<file path="src/rtl/soundpath_pkg.sv">
// soundpath_pkg: shared types and widths for the soundpath scheduler
// Provides the waveform mode encoding, the scheduler state encoding and the
// divisor/sample widths used by soundpath_sched and its helpers.
package soundpath_pkg;
    localparam int DIV_W    = 19;
    localparam int SAMPLE_W = 8;
    typedef enum logic [1:0] {OFF, SQUARE, SAW, TRI} mode_t;
    typedef enum logic [2:0] {IDLE, COMMIT, FIRE, WAIT, MIX} sched_state_t;
endpackage

</file>
<file path="src/rtl/sample_ticker.sv">
// sample_ticker: free-running modulo-DIV counter with a one-cycle tick on the last count
// Ports:
//   clk  - system clock
//   rst  - asynchronous active-high reset (counter back to 0)
//   tick - high while the count equals DIV-1
module sample_ticker #(
    parameter int DIV = 250
) (
    input  logic clk,
    input  logic rst,
    output logic tick
);
    localparam int CW = (DIV > 1) ? $clog2(DIV) : 1;
    logic [CW-1:0] cnt_q, cnt_d;
    assign tick  = cnt_q == CW'(DIV - 1);
    assign cnt_d = tick ? '0 : cnt_q + CW'(1);
    always_ff @(posedge clk or posedge rst) begin
        if (rst) cnt_q <= '0;
        else     cnt_q <= cnt_d;
    end
endmodule

</file>
<file path="src/rtl/soundpath_sched.sv">
// soundpath_sched: per-sample round scheduler, config double-buffer and mixer for NUM_PATHS soundpaths
// Ports:
//   clk, rst           - clock, asynchronous active-high reset
//   cfg_we/cfg_sel     - write one path's shadow mode/divisor (cfg_mode, cfg_divisor)
//   path_done          - per-path completion (pulse or level)
//   path_sample        - packed per-path samples, path i at [8i+7:8i]
//   sample_now         - one-cycle strobe to all soundpaths
//   path_mode          - committed mode per path (2 bits each)
//   path_divisor       - committed divisor per path (19 bits each)
//   mix_sample         - mixed sample, held between rounds
//   mix_valid          - one-cycle pulse when mix_sample updates
//   timeout_err        - pulses with mix_valid when the round was force-closed
// Build option MIX_SAT_EN: saturating sum instead of averaging shift.
module soundpath_sched
    import soundpath_pkg::*;
#(
    parameter int NUM_PATHS  = 4,
    parameter int SAMPLE_DIV = 250,
    parameter int TIMEOUT    = 64
) (
    input  logic                          clk,
    input  logic                          rst,
    input  logic                          cfg_we,
    input  logic [$clog2(NUM_PATHS)-1:0]  cfg_sel,
    input  logic [1:0]                    cfg_mode,
    input  logic [DIV_W-1:0]              cfg_divisor,
    input  logic [NUM_PATHS-1:0]          path_done,
    input  logic [SAMPLE_W*NUM_PATHS-1:0] path_sample,
    output logic                          sample_now,
    output logic [2*NUM_PATHS-1:0]        path_mode,
    output logic [DIV_W*NUM_PATHS-1:0]    path_divisor,
    output logic [SAMPLE_W-1:0]           mix_sample,
    output logic                          mix_valid,
    output logic                          timeout_err
);
    localparam int LG     = $clog2(NUM_PATHS);
    localparam int SUM_W  = SAMPLE_W + LG;
    localparam int WCNT_W = $clog2(TIMEOUT + 1);

    if (TIMEOUT + 4 >= SAMPLE_DIV) begin : g_bad_timeout
        $error("soundpath_sched: TIMEOUT+4 must be below SAMPLE_DIV");
    end
    if (NUM_PATHS < 2 || NUM_PATHS > 8 || (NUM_PATHS & (NUM_PATHS - 1)) != 0) begin : g_bad_paths
        $error("soundpath_sched: NUM_PATHS must be a power of two in 2..8");
    end

    sched_state_t         state_q;
    mode_t                shadow_mode_q [NUM_PATHS];
    logic [DIV_W-1:0]     shadow_div_q  [NUM_PATHS];
    logic [SAMPLE_W-1:0]  lat_q         [NUM_PATHS];
    logic [NUM_PATHS-1:0] active_q, got_q, got_d;
    logic [WCNT_W-1:0]    wcnt_q;
    logic                 to_flag_q;
    logic                 tick;
    logic [SUM_W-1:0]     sum;
    logic [SAMPLE_W-1:0]  mix_d;

    sample_ticker #(.DIV(SAMPLE_DIV)) u_ticker (
        .clk  (clk),
        .rst  (rst),
        .tick (tick)
    );

    // Shadow writes land immediately; live copies only move in COMMIT.
    always_ff @(posedge clk or posedge rst) begin
        if (rst) begin
            for (int i = 0; i < NUM_PATHS; i++) begin
                shadow_mode_q[i] <= OFF;
                shadow_div_q[i]  <= DIV_W'(1);
            end
        end else if (cfg_we && int'(cfg_sel) < NUM_PATHS) begin
            shadow_mode_q[cfg_sel] <= mode_t'(cfg_mode);
            shadow_div_q[cfg_sel]  <= cfg_divisor;
        end
    end

    // Only the first done of an active path counts; got_q gates both latching and the mix.
    always_comb begin
        got_d = got_q | (active_q & path_done);
        sum   = '0;
        for (int i = 0; i < NUM_PATHS; i++) sum += got_q[i] ? SUM_W'(lat_q[i]) : '0;
    end

`ifdef MIX_SAT_EN
    assign mix_d = (sum > SUM_W'(255)) ? 8'hff : sum[SAMPLE_W-1:0];
`else
    assign mix_d = SAMPLE_W'(sum >> LG);
`endif

    always_ff @(posedge clk or posedge rst) begin
        if (rst) begin
            state_q      <= IDLE;
            sample_now   <= 1'b0;
            mix_sample   <= '0;
            mix_valid    <= 1'b0;
            timeout_err  <= 1'b0;
            path_mode    <= '0;
            active_q     <= '0;
            got_q        <= '0;
            wcnt_q       <= '0;
            to_flag_q    <= 1'b0;
            for (int i = 0; i < NUM_PATHS; i++) begin
                path_divisor[DIV_W*i +: DIV_W] <= DIV_W'(1);
                lat_q[i] <= '0;
            end
        end else begin
            sample_now  <= 1'b0;
            mix_valid   <= 1'b0;
            timeout_err <= 1'b0;
            case (state_q)
                IDLE: if (tick) state_q <= COMMIT;
                COMMIT: begin
                    for (int i = 0; i < NUM_PATHS; i++) begin
                        path_mode[2*i +: 2]            <= shadow_mode_q[i];
                        path_divisor[DIV_W*i +: DIV_W] <= shadow_div_q[i];
                        active_q[i]                    <= shadow_mode_q[i] != OFF;
                        lat_q[i]                       <= '0;
                    end
                    got_q      <= '0;
                    wcnt_q     <= '0;
                    to_flag_q  <= 1'b0;
                    sample_now <= 1'b1;
                    state_q    <= FIRE;
                end
                FIRE: state_q <= WAIT;
                WAIT: begin
                    got_q  <= got_d;
                    wcnt_q <= wcnt_q + WCNT_W'(1);
                    for (int i = 0; i < NUM_PATHS; i++)
                        if (got_d[i] && !got_q[i]) lat_q[i] <= path_sample[SAMPLE_W*i +: SAMPLE_W];
                    if ((got_d & active_q) == active_q) begin
                        state_q <= MIX;
                    end else if (wcnt_q == WCNT_W'(TIMEOUT - 1)) begin
                        to_flag_q <= 1'b1;
                        state_q   <= MIX;
                    end
                end
                MIX: begin
                    mix_sample  <= mix_d;
                    mix_valid   <= 1'b1;
                    timeout_err <= to_flag_q;
                    state_q     <= IDLE;
                end
                default: state_q <= IDLE;
            endcase
        end
    end
endmodule

</file>
<file path="config.mk">
export PLATFORM = sky130hd
export DESIGN_NAME = soundpath_sched
export DESIGN_NICKNAME = d
export VERILOG_FILES = /design/src/rtl/soundpath_pkg.sv /design/src/rtl/sample_ticker.sv /design/src/rtl/soundpath_sched.sv
export SDC_FILE = /design/constraint.sdc
export NUM_CORES = 1
export LEC_CHECK = 0
export ABC_AREA = 1
export ABC_CLOCK_PERIOD_IN_PS = 6430
export BUFFER_PORTS_ARGS = -buffer_cell sky130_fd_sc_hd__buf_2
export CAP_MARGIN = 0
export CORE_MARGIN = 3
export CORE_UTILIZATION = 51
export CTS_BUF_LIST = sky130_fd_sc_hd__clkbuf_4 sky130_fd_sc_hd__clkbuf_8 sky130_fd_sc_hd__clkbuf_16
export CTS_CLUSTER_DIAMETER = 60
export DETAILED_ROUTE_END_ITERATION = 8
export PLACE_DENSITY = 0.74
export SYNTH_ARGS = -nofsm -noshare
export SYNTH_HDL_FRONTEND = slang
export SYNTH_HIERARCHICAL = 1
export SYNTH_SLANG_ARGS = --single-unit
</file>
<file path="constraint.sdc">
create_clock -name clk -period 6.43 [get_ports clk]
set_input_delay 0.3215 -clock clk [delete_from_list [all_inputs] [get_ports clk]]
set_output_delay 0.3215 -clock clk [all_outputs]
set_load 0.02 [all_outputs]
</file>
# == Word level (Yosys, flattened, before mapping) ==
# Cells that the tools add are included.
# totals
reg_bits,238
word_cells,99
inputBits,62
output_inout_bits,95
# classes
magnitude_cmp,2
n_bitwise,4
reduce_logical,21
muxes,28
n_eq_ne,15
add_sub_neg,5
# ops
operator,n
bitwise mux 76 bit,1
2-to-1 mux 8 bit,9
case mux 32 bit (2 select lines),1
demux 19 bit (select 2 bit),1
2-to-1 mux 19 bit,1
case mux 7 bit (2 select lines),1
"inequality test 2 bit, second input constant",6
case mux 3 bit (4 select lines),1
adder 10 x 8 -> 10 bit,1
adder 9 x 8 -> 10 bit,1
AND reduction 2 bit,5
nonzero test 2 bit,5
adder 8 x 8 -> 9 bit,1
2-to-1 mux 3 bit,3
"adder 8 x 1 -> 8 bit, second input constant",1
AND 4 bit,2
bitwise mux 8 bit,1
"== test 8 bit, second input constant",1
case mux 4 bit (2 select lines),1
"adder 7 x 1 -> 7 bit, second input constant",1
"== test 7 x 6 -> 1 bit, second input constant",1
"== test 3 x 2 -> 1 bit, second input constant",2
logical AND 1 bit,5
2-to-1 mux 1 bit,5
15 further kinds,18

# == Depth between registers and ports, before layout ==
# logic_depth
word_depth,6
mapped_depth,17
mapped_depth_nobuf,16

# == By module ==
# The synthesis kept the hierarchy.
# modules_own_cells
mod,seq_area_each_um2,n_inst,area_per_inst_um2,cells_per_inst
soundpath_sched,5765.5,1,9734.3,1080
sample_ticker,200.2,1,444.2,51

# == Worst setup path before layout ==
# Ideal clock, no wire load.
# synth_path
path_type,flip-flop to flip-flop
start,register got_q[0]
end,register mix_sample[5]
stages_incl_launch_ff,16
required_time_ps,6347
setup_ps,83
period_less_slack_ps,2769
path_slack_ps,3661
arrival_ps,2687
path_buffers,1
path_cell_list,dfrtp_1 > buf_2 > nand2_1 > inv_1 > fa_1 > inv_1 > fa_1 > inv_1 > fa_1 > nand3_1 > nand2_1 > nand2_1 > nand2_1 > nand2_1 > nand2_1 > o21ai_0
# synth_between
elab_chain_cells,4
# synth_rtl
element,line_no,text
start: declaration,soundpath_sched.sv:51,"logic [NUM_PATHS-1:0] active_q, got_q, got_d;"
start signal: assignment,soundpath_sched.sv:127,got_q <= got_d;
2-to-1 mux 8 bit,soundpath_sched.sv:81,for (int i = 0; i < NUM_PATHS; i++) sum += got_q[i] ? SUM_W'(lat_q[i]) : '0;
adder 8 x 8 -> 9 bit,soundpath_sched.sv:81,
adder 9 x 8 -> 10 bit,soundpath_sched.sv:81,
adder 10 x 8 -> 10 bit,soundpath_sched.sv:81,
end signal: assignment,soundpath_sched.sv:139,mix_sample <= mix_d;
end: declaration,soundpath_sched.sv:32,"output logic [SAMPLE_W-1:0] mix_sample,"
# No other way between the ends.
# A chain may end at the register's enable or synchronous reset.

# == Final worst setup path ==
# Same ends and word-level chain as after synthesis.

==> qor.yml <==
yosys.area_share.simple_pct: 22.0
p_total_uw: 3400
avgViaCountPerCell: 4.95
status: "complete, no violations"
firstDrtPassIters: 6
vias: 7726
core-area_mm2: 0.0195
maxCapViolations: 0
end_kind: "register"
hold_path_class: "in2reg"
ir_worst_vdd_v: 0.000177
fp-row-count: 51
critPathLaunch: "got_q[0]$_DFFE_PP0P_"
groute.usage.overall_pct: 21.3
totalWireLength_um: 22700
r2r_start: "got_q[0]$_DFFE_PP0P_"
timing.fmax_ghz: 0.336
clk_pin_slew_ns: 0.06
cts_resized: 0
synthXorXnorAreaFrac_pct: 0.516
wl_per_cell_um: 14.5
fin_crit_ns: 2.98
grt_pass1_wl_um: 38000
grt_pass1_vias: 7613
fill_cells: 1673
cts_buffers: 26
syn_nets: 1219
tritoncts: "yes"
fin_worst_skew_ns: 0.0147
hold_viol_final: 0
synth_edf_count: 0
post-route-util_pct: 62.0
cts_buffer_depth: 3
tns_ns: 0
synth_compound_area_share_pct: 7.06
drv_slew: 0
min_from: "path_sample[5]"
multi_input_comb_area_mm2: 0.00346
grt_max_degree: 196
ys_seq_area_share_pct: 58.6
netlist_area_mm2: 0.0102
syn_avg_cell_area_um2: 9.00
clock-sinks: 238
hpwl_um: 15100
syn2layout_area_growth_pct: 18.9
clk_latency_ns: 0.54
postSynthCellCount: 1131
max_slew.worst_pin.slew_ns: 0.999
synth_ff_type: "dfrtp_1"
regArea_mm2: 0.00597
dieArea_mm2: 0.0217
drive_above_1_share_pct: 18.8
async_flop_share_pct: 100
leakage_uw: 0.00695
final_nets: 1362
synth_top_family_by_area: "simple AND/OR/NAND/NOR gates"
gr-total-overflow: 0
ys_types: 33
die-height_um: 147
routabilityCongestion: 0.854
drc: 0
ys_warn_count: 6
num_io_pins: 157
drtIter0Drc: 437
critPathMaxFanout: 9
start_util_pct: 52.1
ant_nets: 0
muxShareOfSynthArea_pct: 0
cts_root_buf: "clkbuf_16"
cts.htree.levels: 1
rsz0062_at_grt: "false"
critical_path_class: "reg2reg"
fin_crit_sh_pct: 46.3
pwr_density_cell_mw_per_mm2: 281
die-width_um: 147
startpoint_type: "register"
relSlewSlack_pct: 33.4
cp.required_ns: 6.88
synthAdderAreaFrac_pct: 4.38
antenna_found_initial: 2
portBuffers: 156
cp.arrival_ns: 3.43
setup_viol: 0
ys_ff_latch: 238
[placed cells by master (no fill, tap or decap), drive strengths merged, types with 8 or more instances in the layout]
cell / synthesis / layout
nand3: 60 / 60
nor2: 31 / 31
fa: 16 / 16
a21oi: 12 / 12
ha: 10 / 10
dfstp: 8 / 8
o21ai: 124 / 124
inv: 134 / 134
clkbuf: 17 / 39
nand2: 434 / 434
dfrtp: 230 / 230
buf: 32 / 163
[synthesized netlist by cell type, types with 2 or more instances]
| library cell | n | area [µm²] |
|---|---|---|
| xnor2_1 | 4 | 35.0 |
| dfstp_2 | 8 | 210 |
| nand2_1 | 430 | 1610 |
| nand3_1 | 60 | 300 |
| buf_4 | 4 | 30.0 |
| o21ai_1 | 13 | 65.1 |
| nor2_1 | 21 | 78.8 |
| nor3_1 | 4 | 20.0 |
| o21ai_0 | 111 | 556 |
| nand4_4 | 4 | 85.1 |
| a21oi_1 | 12 | 60.1 |
| nand2_2 | 3 | 18.8 |
| xor2_1 | 2 | 17.5 |
| clkbuf_1 | 17 | 63.8 |
| buf_2 | 26 | 130 |
| inv_1 | 129 | 484 |
| buf_6 | 2 | 22.5 |
| inv_2 | 3 | 11.3 |
| nand3b_1 | 3 | 22.5 |
| nor2_4 | 4 | 45.0 |
| fa_1 | 16 | 320 |
| nor2_2 | 6 | 37.5 |
| ha_1 | 10 | 125 |
| dfrtp_1 | 230 | 5760 |
[through the flow]
stage	setup WS [ns]	cells	hold slack, ns	area (µm²)
after CTS	3.45	1559	0.00704	12100
after global placement	3.49	1510	0.320	11100
after detailed placement	3.46	1510	0.319	11100
after floorplan	3.11	1131	0.137	10200
after global routing	3.28	1560	0.0207	12100
final	3.45	1561	0.0261	12100
[sequential cells by signal (all words and copies together) (netlist names), 3 cells and up]
signal	count
state_q	3
u_ticker/cnt_q	8
path_divisor	76
wcnt_q	7
shadow_div_q	76
mix_sample	8
shadow_mode_q	8
path_mode	8
got_q	4
active_q	4
lat_q	32
[cells by family (layout without fill, tap and decap cells)]
logic type                 after synthesis  in the layout
xor gates and xnor gates                 6              6
buffers and inverters                  183            346
other                                    0              2
and+or+nand+nor                        537            537
adders and majority gates               26             26
DFF                                    238            238
AOI/OAI and AO/OA                      141            141
[area by class of cell]
class,instances,share of cell area (%)
sequential,238,49.3
multi-input combinational,710,28.6
timing repair buffer,164,7.07
clock buffer,39,6.54
inverter,134,4.27
tap,265,2.74
clock inverter,9,1.48
antenna,2,0.0414
[where the power goes]
part / internal, µW / switching, µW
Combinational: 51.6 / 92.8
Sequential: 1590 / 45.8
Clock: 1020 / 608
[what timing repair did]
action / in CTS / in global routing
hold endpoints to repair: 43 / 0
hold buffers: 1 / 0
setup endpoints to repair: 0 / 0
buffers inserted: 0 / 0
[worst max-delay path, cell delays in order (launching register included)]
cell and delay, ns:
dfrtp_1 0.48, nand2_1 0.11, inv_1 0.06, fa_1 0.55, inv_1 0.06, fa_1 0.52
inv_1 0.07, fa_1 0.45, nand3_1 0.10, nand2_1 0.08, nand2_1 0.07, nand2_1 0.07
nand2_1 0.07, nand2_1 0.05, o21ai_0 0.15
[final timing paths]
check                                               end  slack, ns  depth (start not counted)
hold reg to reg             path_divisor[0]$_DFFE_PP1P_       0.46                          2
hold / removal                    lat_q[29]$_DFFE_PP0P_       0.03                          3
max in group asynchronous  shadow_div_q[10]$_DFFE_PP0P_       4.54                          4
setup / recovery              mix_sample[5]$_DFFE_PP0P_       3.45                         14
setup reg to reg              mix_sample[5]$_DFFE_PP0P_       3.45                         14
min in group asynchronous   u_ticker/cnt_q[4]$_DFF_PP0_       0.30                          3
[layer usage]
metal | wire length [µm] | share of wire [%] | global-route usage [%]
met2 | 10400 | 46 | 33.9
met5 | 12 | 0.053 | 0
met3 | 1520 | 6.7 | 4.10
met1 | 10300 | 45 | 30.8
met4 | 459 | 2.0 | 4.99
Note: power is estimated with default switching activity, not from simulation.
